==> src/rtl/vga_pixel_fetch_if.sv <==
// Frame-memory read bus used by the VGA pixel prefetch engine.
// One outstanding request; the slave answers with a one-clk ack and data in that same cycle.
interface vga_pixel_fetch_if #(
    parameter int V = 192,
    parameter int S = 32
);
    logic         mem_req;
    logic [S-1:0] mem_addr;
    logic         mem_ack;
    logic [V-1:0] mem_rdata;

    modport master (
        output mem_req,
        output mem_addr,
        input  mem_ack,
        input  mem_rdata
    );

    modport slave (
        input  mem_req,
        input  mem_addr,
        output mem_ack,
        output mem_rdata
    );
endinterface

==> src/rtl/vga_pixel_fetch.sv <==
// VGA pixel prefetch engine: streams image words from frame memory into a small FIFO
// ahead of the raster and unpacks two RGB pixels per word onto registered r/g/b outputs.
module vga_pixel_fetch #(
    parameter int V          = 192,
    parameter int S          = 32,
    parameter int IMG_W      = 100,
    parameter int IMG_H      = 100,
    parameter int BASE_ADDR  = 0,
    parameter int ADDR_STEP  = 1,
    parameter int FIFO_DEPTH = 4
) (
    input  logic                 clk,
    input  logic                 rst,
    input  logic                 pix_tick,
    input  logic                 frame_start,
    input  logic                 video_on,
    input  logic [9:0]           x,
    input  logic [9:0]           y,
    vga_pixel_fetch_if.master    mem,
    output logic [7:0]           r,
    output logic [7:0]           g,
    output logic [7:0]           b,
    output logic                 underflow
);

    localparam int               NWORDS  = IMG_W * IMG_H / 2;
    localparam int               PTR_W   = $clog2(FIFO_DEPTH);
    localparam logic [PTR_W:0]   DEPTH_C = (PTR_W + 1)'(FIFO_DEPTH);
    localparam logic [9:0]       IMG_W_C = 10'(IMG_W);
    localparam logic [9:0]       IMG_H_C = 10'(IMG_H);

    typedef enum logic [1:0] {
        ST_IDLE  = 2'd0,
        ST_FETCH = 2'd1,
        ST_WAIT  = 2'd2,
        ST_DONE  = 2'd3
    } state_t;

    state_t             state_q, state_d;
    logic               memReq_q, memReq_d;
    logic [S-1:0]       memAddr_q, memAddr_d;
    logic [31:0]        wordCnt_q, wordCnt_d;
    logic               push, pop, flush;

    // Only the 8-bit colour of each lane is kept: {B1,G1,R1,B0,G0,R0}, R0 in the low byte.
    logic [47:0]        fifoMem_q [FIFO_DEPTH];
    logic [PTR_W-1:0]   wrPtr_q, rdPtr_q;
    logic [PTR_W:0]     count_q;
    logic [47:0]        pushWord;
    logic [47:0]        headWord;

    logic               half_q, half_d;
    logic               underflow_q, underflow_d;
    logic [7:0]         pixR_q, pixR_d, pixG_q, pixG_d, pixB_q, pixB_d;
    logic               inImage;
    logic               unusedLaneBits;

    assign pushWord = {mem.mem_rdata[167:160], mem.mem_rdata[135:128], mem.mem_rdata[103:96],
                       mem.mem_rdata[71:64],   mem.mem_rdata[39:32],   mem.mem_rdata[7:0]};
    assign unusedLaneBits = ^{mem.mem_rdata[191:168], mem.mem_rdata[159:136], mem.mem_rdata[127:104],
                              mem.mem_rdata[95:72],   mem.mem_rdata[63:40],   mem.mem_rdata[31:8]};
    assign headWord = fifoMem_q[rdPtr_q];
    assign inImage  = video_on && (x < IMG_W_C) && (y < IMG_H_C);

    // Fetch FSM next state: one request at a time, only when a FIFO slot is free; frame_start restarts everything.
    always_comb begin
        state_d   = state_q;
        memReq_d  = memReq_q;
        memAddr_d = memAddr_q;
        wordCnt_d = wordCnt_q;
        push      = 1'b0;
        flush     = 1'b0;
        case (state_q)
            ST_IDLE: begin
                memReq_d = 1'b0;
            end
            ST_FETCH: begin
                if (count_q < DEPTH_C) begin
                    memReq_d = 1'b1;
                    state_d  = ST_WAIT;
                end
            end
            ST_WAIT: begin
                if (mem.mem_ack) begin
                    push      = 1'b1;
                    memReq_d  = 1'b0;
                    memAddr_d = memAddr_q + S'(ADDR_STEP);
                    wordCnt_d = wordCnt_q + 32'd1;
                    state_d   = (wordCnt_q + 32'd1 == 32'(NWORDS)) ? ST_DONE : ST_FETCH;
                end
            end
            ST_DONE: begin
                memReq_d = 1'b0;
            end
            default: state_d = ST_IDLE;
        endcase
        if (frame_start) begin
            state_d   = ST_FETCH;
            memReq_d  = 1'b0;
            memAddr_d = S'(BASE_ADDR);
            wordCnt_d = '0;
            push      = 1'b0;
            flush     = 1'b1;
        end
    end

    // Pixel path: on each pixel strobe pick the head word's half, or blank; an empty FIFO in the image skips the pixel.
    always_comb begin
        pixR_d      = pixR_q;
        pixG_d      = pixG_q;
        pixB_d      = pixB_q;
        half_d      = half_q;
        underflow_d = underflow_q;
        pop         = 1'b0;
        if (pix_tick) begin
            pixR_d = 8'h00;
            pixG_d = 8'h00;
            pixB_d = 8'h00;
            if (inImage) begin
                if (count_q != '0) begin
                    if (half_q) begin
                        pixR_d = headWord[31:24];
                        pixG_d = headWord[39:32];
                        pixB_d = headWord[47:40];
                    end else begin
                        pixR_d = headWord[7:0];
                        pixG_d = headWord[15:8];
                        pixB_d = headWord[23:16];
                    end
                    half_d = ~half_q;
                    pop    = half_q;
                end else begin
                    underflow_d = 1'b1;
                end
            end
        end
        if (flush) begin
            half_d = 1'b0;
        end
    end

    // Control registers: FSM, request/address, counters, FIFO pointers and registered colour outputs.
    always_ff @(posedge clk or negedge rst) begin
        if (!rst) begin
            state_q     <= ST_IDLE;
            memReq_q    <= 1'b0;
            memAddr_q   <= S'(BASE_ADDR);
            wordCnt_q   <= '0;
            wrPtr_q     <= '0;
            rdPtr_q     <= '0;
            count_q     <= '0;
            half_q      <= 1'b0;
            underflow_q <= 1'b0;
            pixR_q      <= 8'h00;
            pixG_q      <= 8'h00;
            pixB_q      <= 8'h00;
        end else begin
            state_q     <= state_d;
            memReq_q    <= memReq_d;
            memAddr_q   <= memAddr_d;
            wordCnt_q   <= wordCnt_d;
            half_q      <= half_d;
            underflow_q <= underflow_d;
            pixR_q      <= pixR_d;
            pixG_q      <= pixG_d;
            pixB_q      <= pixB_d;
            if (flush) begin
                wrPtr_q <= '0;
                rdPtr_q <= '0;
                count_q <= '0;
            end else begin
                if (push) wrPtr_q <= wrPtr_q + 1'b1;
                if (pop)  rdPtr_q <= rdPtr_q + 1'b1;
                case ({push, pop})
                    2'b10:   count_q <= count_q + 1'b1;
                    2'b01:   count_q <= count_q - 1'b1;
                    default: count_q <= count_q;
                endcase
            end
        end
    end

    // FIFO storage needs no reset: the count and pointers decide what is valid.
    always_ff @(posedge clk) begin
        if (push) fifoMem_q[wrPtr_q] <= pushWord;
    end

    assign mem.mem_req  = memReq_q;
    assign mem.mem_addr = memAddr_q;
    assign r            = pixR_q;
    assign g            = pixG_q;
    assign b            = pixB_q;
    assign underflow    = underflow_q;

endmodule

==> src/flat_wrapper.sv <==
// flat-port wrapper written by rule: the top's interface ports become plain ports
module vga_pixel_fetch_flat 
#(
    parameter int V          = 192,
    parameter int S          = 32,
    parameter int IMG_W      = 100,
    parameter int IMG_H      = 100,
    parameter int BASE_ADDR  = 0,
    parameter int ADDR_STEP  = 1,
    parameter int FIFO_DEPTH = 4
)
  (clk, rst, pix_tick, frame_start, video_on, x, y, r, g, b, underflow, mem_mem_req, mem_mem_addr, mem_mem_ack, mem_mem_rdata);
  vga_pixel_fetch_if #(.V(V), .S(S)) mem_i ();
  input  logic clk;
  input  logic rst;
  input  logic pix_tick;
  input  logic frame_start;
  input  logic video_on;
  input  logic [9:0] x;
  input  logic [9:0] y;
  output logic [7:0] r;
  output logic [7:0] g;
  output logic [7:0] b;
  output logic underflow;
  output wire logic [$bits(mem_i.mem_req)-1:0] mem_mem_req;
  output wire logic [$bits(mem_i.mem_addr)-1:0] mem_mem_addr;
  input wire logic [$bits(mem_i.mem_ack)-1:0] mem_mem_ack;
  input wire logic [$bits(mem_i.mem_rdata)-1:0] mem_mem_rdata;
  assign mem_mem_req = mem_i.mem_req;
  assign mem_mem_addr = mem_i.mem_addr;
  assign mem_i.mem_ack = mem_mem_ack;
  assign mem_i.mem_rdata = mem_mem_rdata;
  vga_pixel_fetch #(.V(V), .S(S), .IMG_W(IMG_W), .IMG_H(IMG_H), .BASE_ADDR(BASE_ADDR), .ADDR_STEP(ADDR_STEP), .FIFO_DEPTH(FIFO_DEPTH)) u_core (.clk(clk), .rst(rst), .pix_tick(pix_tick), .frame_start(frame_start), .video_on(video_on), .x(x), .y(y), .mem(mem_i), .r(r), .g(g), .b(b), .underflow(underflow));
endmodule
==> config.mk <==
export PLATFORM = sky130hd
export DESIGN_NAME = vga_pixel_fetch_flat
export DESIGN_NICKNAME = d
export VERILOG_FILES = /design/src/rtl/vga_pixel_fetch_if.sv /design/src/rtl/vga_pixel_fetch.sv /design/src/flat_wrapper.sv
export SDC_FILE = /design/constraint.sdc
export NUM_CORES = 1
export LEC_CHECK = 0
export CORE_MARGIN = 3
export CORE_UTILIZATION = 51
export DETAILED_ROUTE_END_ITERATION = 12
export MAX_ROUTING_LAYER = met4
export PLACE_DENSITY_LB_ADDON = 0.25
export SLEW_MARGIN = 40
export SYNTH_ARGS = -nofsm -noshare
export SYNTH_HDL_FRONTEND = slang
export SYNTH_SLANG_ARGS = --single-unit
==> constraint.sdc <==
create_clock -name clk -period 4.2 [get_ports clk]
set_input_delay 0.84 -clock clk [delete_from_list [all_inputs] [get_ports clk]]
set_output_delay 0.84 -clock clk [all_outputs]
set_load 0.01 [all_outputs]
==> results.json, run 1 <==
{
  "post_cts_buffers": 0,
  "grt_overflow": 0,
  "hold_path_class": "primary input to asynchronous set/reset pin",
  "rsz0062_at_grt": "no",
  "path_class": "primary input to flip-flop",
  "finalHoldViolations": 0,
  "outcome": "completed",
  "synth_top_area_share_pct": 46.1,
  "fin_tns_setup_ps": 0,
  "hpwl_mm": 16.2,
  "final_area_um2": 15100,
  "synth_xor_area_share_pct": 4.70,
  "start_kind": "primary input",
  "synth-adder-area-share_pct": 0.961,
  "clkTransAtPathRegs_ps": 60,
  "fin_cells": 1319,
  "ys_warn_count": 0,
  "synthArstFlopShare_pct": 34.2,
  "clock-root-buffer": "clkbuf_16",
  "netlist_instances": 845,
  "syn_to_final_growth_pct": 21.2,
  "synth-edff-count": 192,
  "clk_latency_ps": 550,
  "cts.sinks": 292,
  "ioPinCount": 276,
  "synth_most_common_cell": "edfxtp_1",
  "syn_nets": 1072,
  "fin_crit_sh_pct": 73.0,
  "syn_area_per_cell_um2": 14.8,
  "setup_viol": 0,
  "drt_pass1_iterations": 5,
  "max_stage_delay_ps": 530,
  "endpoint_kind": "flip-flop",
  "placementRows": 56,
  "finClkSkew_ps": 15.5,
  "ys_seq_elements": 292,
  "synth_top_family_by_area": "multiplexers",
  "regArea_um2": 8270,
  "viasPerCell": 5.53,
  "drc": 0,
  "leakagePower_nw": 5.52,
  "cp_data_required_time_ps": 4660,
  "ctsHoldBuffers": 0,
  "synth-compound-area-share_pct": 3.77,
  "cp.arrival_ps": 3530,
  "synth-seq-area-share_pct": 66.2,
  "drive_gt1_share_pct": 14.5,
  "multi_input_area_um2": 3860,
  "grt_pass1_vias": 7583,
  "maxSlewHeadroom_pct": 44.8,
  "die_y_um": 163,
  "antenna_found_initial": 0,
  "core_area_um2": 23800,
  "worst_path_max_delay_cell": "clkdlybuf4s50_1",
  "yosys.cell_types.count": 63,
  "irDropWorstVdd_mv": 0.361,
  "slew_violations": 0,
  "ys_dominant_reg_cell": "edfxtp_1",
  "period_needed_ps": 3060,
  "place_area_um2": 14200,
  "synth_area_um2": 12500,
  "port-buffer-count": 127,
  "final_antenna_net_count": 0,
  "cts_resized": 0,
  "r2r_cells": 7,
  "fmax_mhz": 326,
  "synth_common_cells": "192 x edfxtp_1, 100 x dfrtp_1, 74 x nor2_1",
  "drt-total-wl_mm": 25.6,
  "grt_max_degree": 59,
  "vias": 7289,
  "wire_per_inst_um": 19.4,
  "holdWs_ps": 308,
  "initial_core_util_pct": 52.6,
  "powerDensity_nw_per_um2": 388,
  "htreeDepth": 1,
  "cap_violations": 0,
  "diodes": 0,
  "num-nets-final": 1205,
  "yosys.area_share.simple_pct": 10.3,
  "fillCellCount": 1700,
  "die_area_um2": 26400,
  "cts_tree": "built",
  "synth_area_leaders": "edfxtp_1 46%, dfrtp_1 20%, mux4_2 8.7%, xor2_1 3.2%, nor2_1 2.2%",
  "cts_buffer_depth": 3,
  "gr-usage-all-layers_pct": 20.4,
  "final_util_pct": 63.8,
  "drtIter0Drc": 530,
  "cp_max_fo": 16,
  "grt_pass1_wl_mm": 41.4,
  "die_x_um": 163,
  "dpl.cell_count": 1266,
  "synth_area_leader_cell": "edfxtp_1",
  "worst_pin_slew_ps": 821,
  "gp_congestion": 0.817,
  "path_cells": "clkdlybuf4s50_1 > nand2b_1 > or2_2 > nor2_1 > inv_1 > ha_1 > fa_1 > xnor2_1 > or3_1 > a21oi_1",
  "muxShareOfSynthArea_pct": 11.1,
  "numCtsBuffers": 29
}
-- final timing paths --
kind,startpoint,end,slack (ps)
worst max-delay path,mem_mem_ack,u_core.count_q[2],1140
worst min-delay path,rst,u_core.mem.mem_addr[4],310
worst max register to register,u_core.wordCnt_q[2],u_core.state_q[1],1240
worst min register to register,u_core.b[2],u_core.b[2],530
max in group asynchronous,rst,u_core.rdPtr_q[1],3130
min in group clk,u_core.b[2],u_core.b[2],530
-- registers in the layout (all words and copies together), names as in the netlist --
signal / cells
u_core.half_q: 1
u_core.wordCnt_q: 32
u_core.underflow: 1
u_core.r: 8
u_core.rdPtr_q: 2
u_core.b: 8
u_core.count_q: 3
u_core.mem.mem_addr: 32
u_core.fifoMem_q: 192
u_core.mem.mem_req: 1
u_core.wrPtr_q: 2
u_core.state_q: 2
u_core.g: 8
-- power breakdown --
group / leakage, nW / internal, W / switching (W) / total [W]
sequential: 3.11 / 0.00308 / 0.00000819 / 0.00309
clock: 0.495 / 0.00157 / 0.00105 / 0.00262
combinational: 1.92 / 0.0000805 / 0.0000877 / 0.000168
total: 5.52 / 0.00473 / 0.00115 / 0.00588
-- kinds of logic after synthesis --
family,Yosys count
adder cells (fa/ha/maj),9
flip-flops,292
AND/OR/NAND/NOR,246
XOR/XNOR,67
buffers and inverters,78
AO/OA/AOI/OAI,75
multiplexers,78
-- layout make-up --
class / instances / share of cell area [%]
sequential: 292 / 54.6
multi-input combinational: 475 / 25.5
inverter: 34 / 0.843
tap: 319 / 2.64
clock inverter: 17 / 1.31
clock buffer: 36 / 5.16
timing repair buffer: 146 / 9.95
-- per-stage QoR --
step | setup slack, ps | power (W)
global route | 913 | 0.00607
finish | 1140 | 0.00588
detailed placement | 644 | 0.00332
CTS | 1150 | 0.00593
floorplan | 917 | 0.00319
global placement | 694 | 0.00332
-- metal layers --
layer  vias up  part of all wire, %  wire length, um  global-route usage, %
li1       3433                    -                -                      -
met1      3658                   43            10900                   26.6
met2       173                   51            13000                   34.5
met3        25                  5.3             1350                   3.15
met4         0                  1.2              306                   4.46
met5         -                    0                0                      -
-- layout by cell type, fill, tap and decap left out, drive strengths merged, types with 10 or more instances in the layout --
cell / count
edfxtp: 192
mux2i: 27
clkdlybuf4s50: 125
inv: 35
o22ai: 26
mux4: 48
xnor2: 22
or3: 12
buf: 21
clkbuf: 36
a21oi: 17
nor2: 74
dfrtp: 100
nand3: 30
nor3: 10
o21ai: 14
nand4: 25
and3: 13
clkinv: 12
nand2: 42
xor2: 45
-- critical path: cells and delay by family --
kind,cells,cell delay (ps)
AOI/OAI and AO/OA,1,150
xor gates and xnor gates,1,150
adders and majority gates,2,650
buffers and inverters,2,610
and+or+nand+nor,4,1120
(Power assumes the default switching activity.)
==> inputs of run 2 (changes only) <==
CORE_UTILIZATION = 46   (was 51)
clock period = 2.6 ns   (was 4.2 ns; I/O delays follow)
==> run 2 against run 1 <==
  * The run now ends with hold timing left
  * Critical path depth down 2
  * Clock-buffer cell count down 3
  * Largest power group unchanged
  * Cell count up 4.2%
  * Utilization down 4.7 points
  * Cell area up 2.7%
  * Wire length up 0.91%
  * Clock power up 74%
  * Via count up 3.3%
  * Non-clock buffer count up 36
  * Critical endpoint is now u_core.state_q[1]
==> results.json, run 2 (synthesis results as in run 1) <==
{
  "outcome": "complete, but fails checks",
  "violations": "hold timing",
  "clock-root-buffer": "clkbuf_16",
  "clkTransAtPathRegs_ps": 70,
  "fillCellCount": 2047,
  "endpoint_kind": "flip-flop",
  "period_needed_ps": 2510,
  "worst_pin_slew_ps": 674,
  "dpl.cell_count": 1318,
  "gr-usage-all-layers_pct": 18.4,
  "power.total_w": 0.00984,
  "final_cell_mix": "192 x edfxtp_1, 125 x clkdlybuf4s50_1, 95 x dfrtp_1",
  "initial_core_util_pct": 47.4,
  "leakagePower_nw": 5.73,
  "viasPerCell": 5.48,
  "hold_path_class": "primary input to asynchronous set/reset pin",
  "regArea_um2": 8280,
  "cts_tree": "built",
  "drc": 0,
  "fmax_mhz": 399,
  "largest_reg_flops": 192,
  "gp_congestion": 0.818,
  "path_class": "flip-flop to flip-flop",
  "vias": 7529,
  "cts_buffer_depth": 3,
  "final_antenna_net_count": 0,
  "slew_violations": 0,
  "powerDensity_nw_per_um2": 632,
  "num-nets-final": 1242,
  "drive_gt1_share_pct": 18.4,
  "finalHoldViolations": 4,
  "die_x_um": 171,
  "cts.sinks": 292,
  "die_area_um2": 29200,
  "wire_per_inst_um": 18.8,
  "grt_max_degree": 49,
  "regMostFlops": "u_core.fifoMem_q",
  "clk_latency_ps": 570,
  "finClkSkew_ps": 36.9,
  "maxSlewHeadroom_pct": 55.0,
  "final_util_pct": 59.0,
  "hpwl_mm": 16.6,
  "drtIter0Drc": 535,
  "cp_data_required_time_ps": 3040,
  "cap_violations": 0,
  "diodes": 0,
  "irDropWorstVdd_mv": 0.574,
  "holdWs_ps": -0.812,
  "drt_pass1_iterations": 5,
  "core_area_um2": 26400,
  "fin_cells": 1374,
  "grt_pass1_vias": 7555,
  "numCtsBuffers": 30,
  "start_kind": "flip-flop",
  "syn_to_final_growth_pct": 24.5,
  "grt_overflow": 0,
  "cp.arrival_ps": 2950,
  "ioPinCount": 276,
  "grt_pass1_wl_mm": 41.2,
  "drt-total-wl_mm": 25.8,
  "rsz0062_at_grt": "yes",
  "cp_max_fo": 8,
  "die_y_um": 171,
  "setup_viol": 0,
  "antenna_found_initial": 0,
  "multi_input_area_um2": 3870,
  "fin_tns_setup_ps": 0,
  "fin_crit_sh_pct": 96.3,
  "htreeDepth": 1,
  "port-buffer-count": 127,
  "final_common_cell": "edfxtp_1",
  "placementRows": 59
}
==> run 2: worst paths after layout <==
kind / slack (ps) / end / cells past startpoint / from
worst max register to register: 90 / u_core.state_q[1] / 8 / u_core.wordCnt_q[1]
worst min register to register: 490 / u_core.underflow / 1 / u_core.underflow
worst min-delay path: -0.8 / u_core.b[1] / 1 / rst
max in group asynchronous: 1910 / u_core.mem.mem_addr[31] / 2 / rst
worst max-delay path: 90 / u_core.state_q[1] / 8 / u_core.wordCnt_q[1]
min in group clk: 480 / u_core.wordCnt_q[21] / 3 / frame_start
==> run 2: stage by stage <==
step / area (um^2) / setup WS, ps
5_1_grt: 15600 / -26.9
2_1_floorplan: 12500 / 13.6
3_5_place_dp: 14500 / -346
6_report: 15600 / 94.9
3_3_place_gp: 14500 / -367
4_1_cts: 15500 / 20.7
==> run 2: cell type report <==
cell class                      instances  area share, %
Tap cell                              335           2.69
Sequential cell                       292           53.2
Clock inverter                         23           1.95
Inverter                               34          0.820
Multi-Input combinational cell        475           24.9
Clock buffer                           33           4.96
Timing Repair Buffer                  182           11.5
==> run 2: what timing repair did <==
item                                    4_1_cts  5_1_grt
gates resized for setup                       0        7
setup buffers                                 0        0
endpoints found under the setup margin        0        3
hold buffers                                  0        0
==> run 2: report_power, final <==
group	total (W)	internal (W)	switching, W	leakage [nW]
clock network	0.00456	0.00275	0.00180	0.522
registers	0.00499	0.00498	0.0000125	3.11
logic	0.000287	0.000140	0.000147	2.10
==> run 2: metal layers <==
layer  up-vias  global-route usage [%]  wire length, um
li1       3512                       -                -
met1      3812                    25.1            11600
met2       172                    29.9            12500
met3        33                    2.91             1220
met4         0                    3.71              472
met5         -                       -                0
==> run 2: critical path: stages (launching register included) <==
cell and delay (ps):
dfrtp_2 430, ha_2 250, and3_2 240, nand2_4 100
nor4_4 280, and4_4 280, nand4_1 110, a2111o_1 430
o31ai_2 270
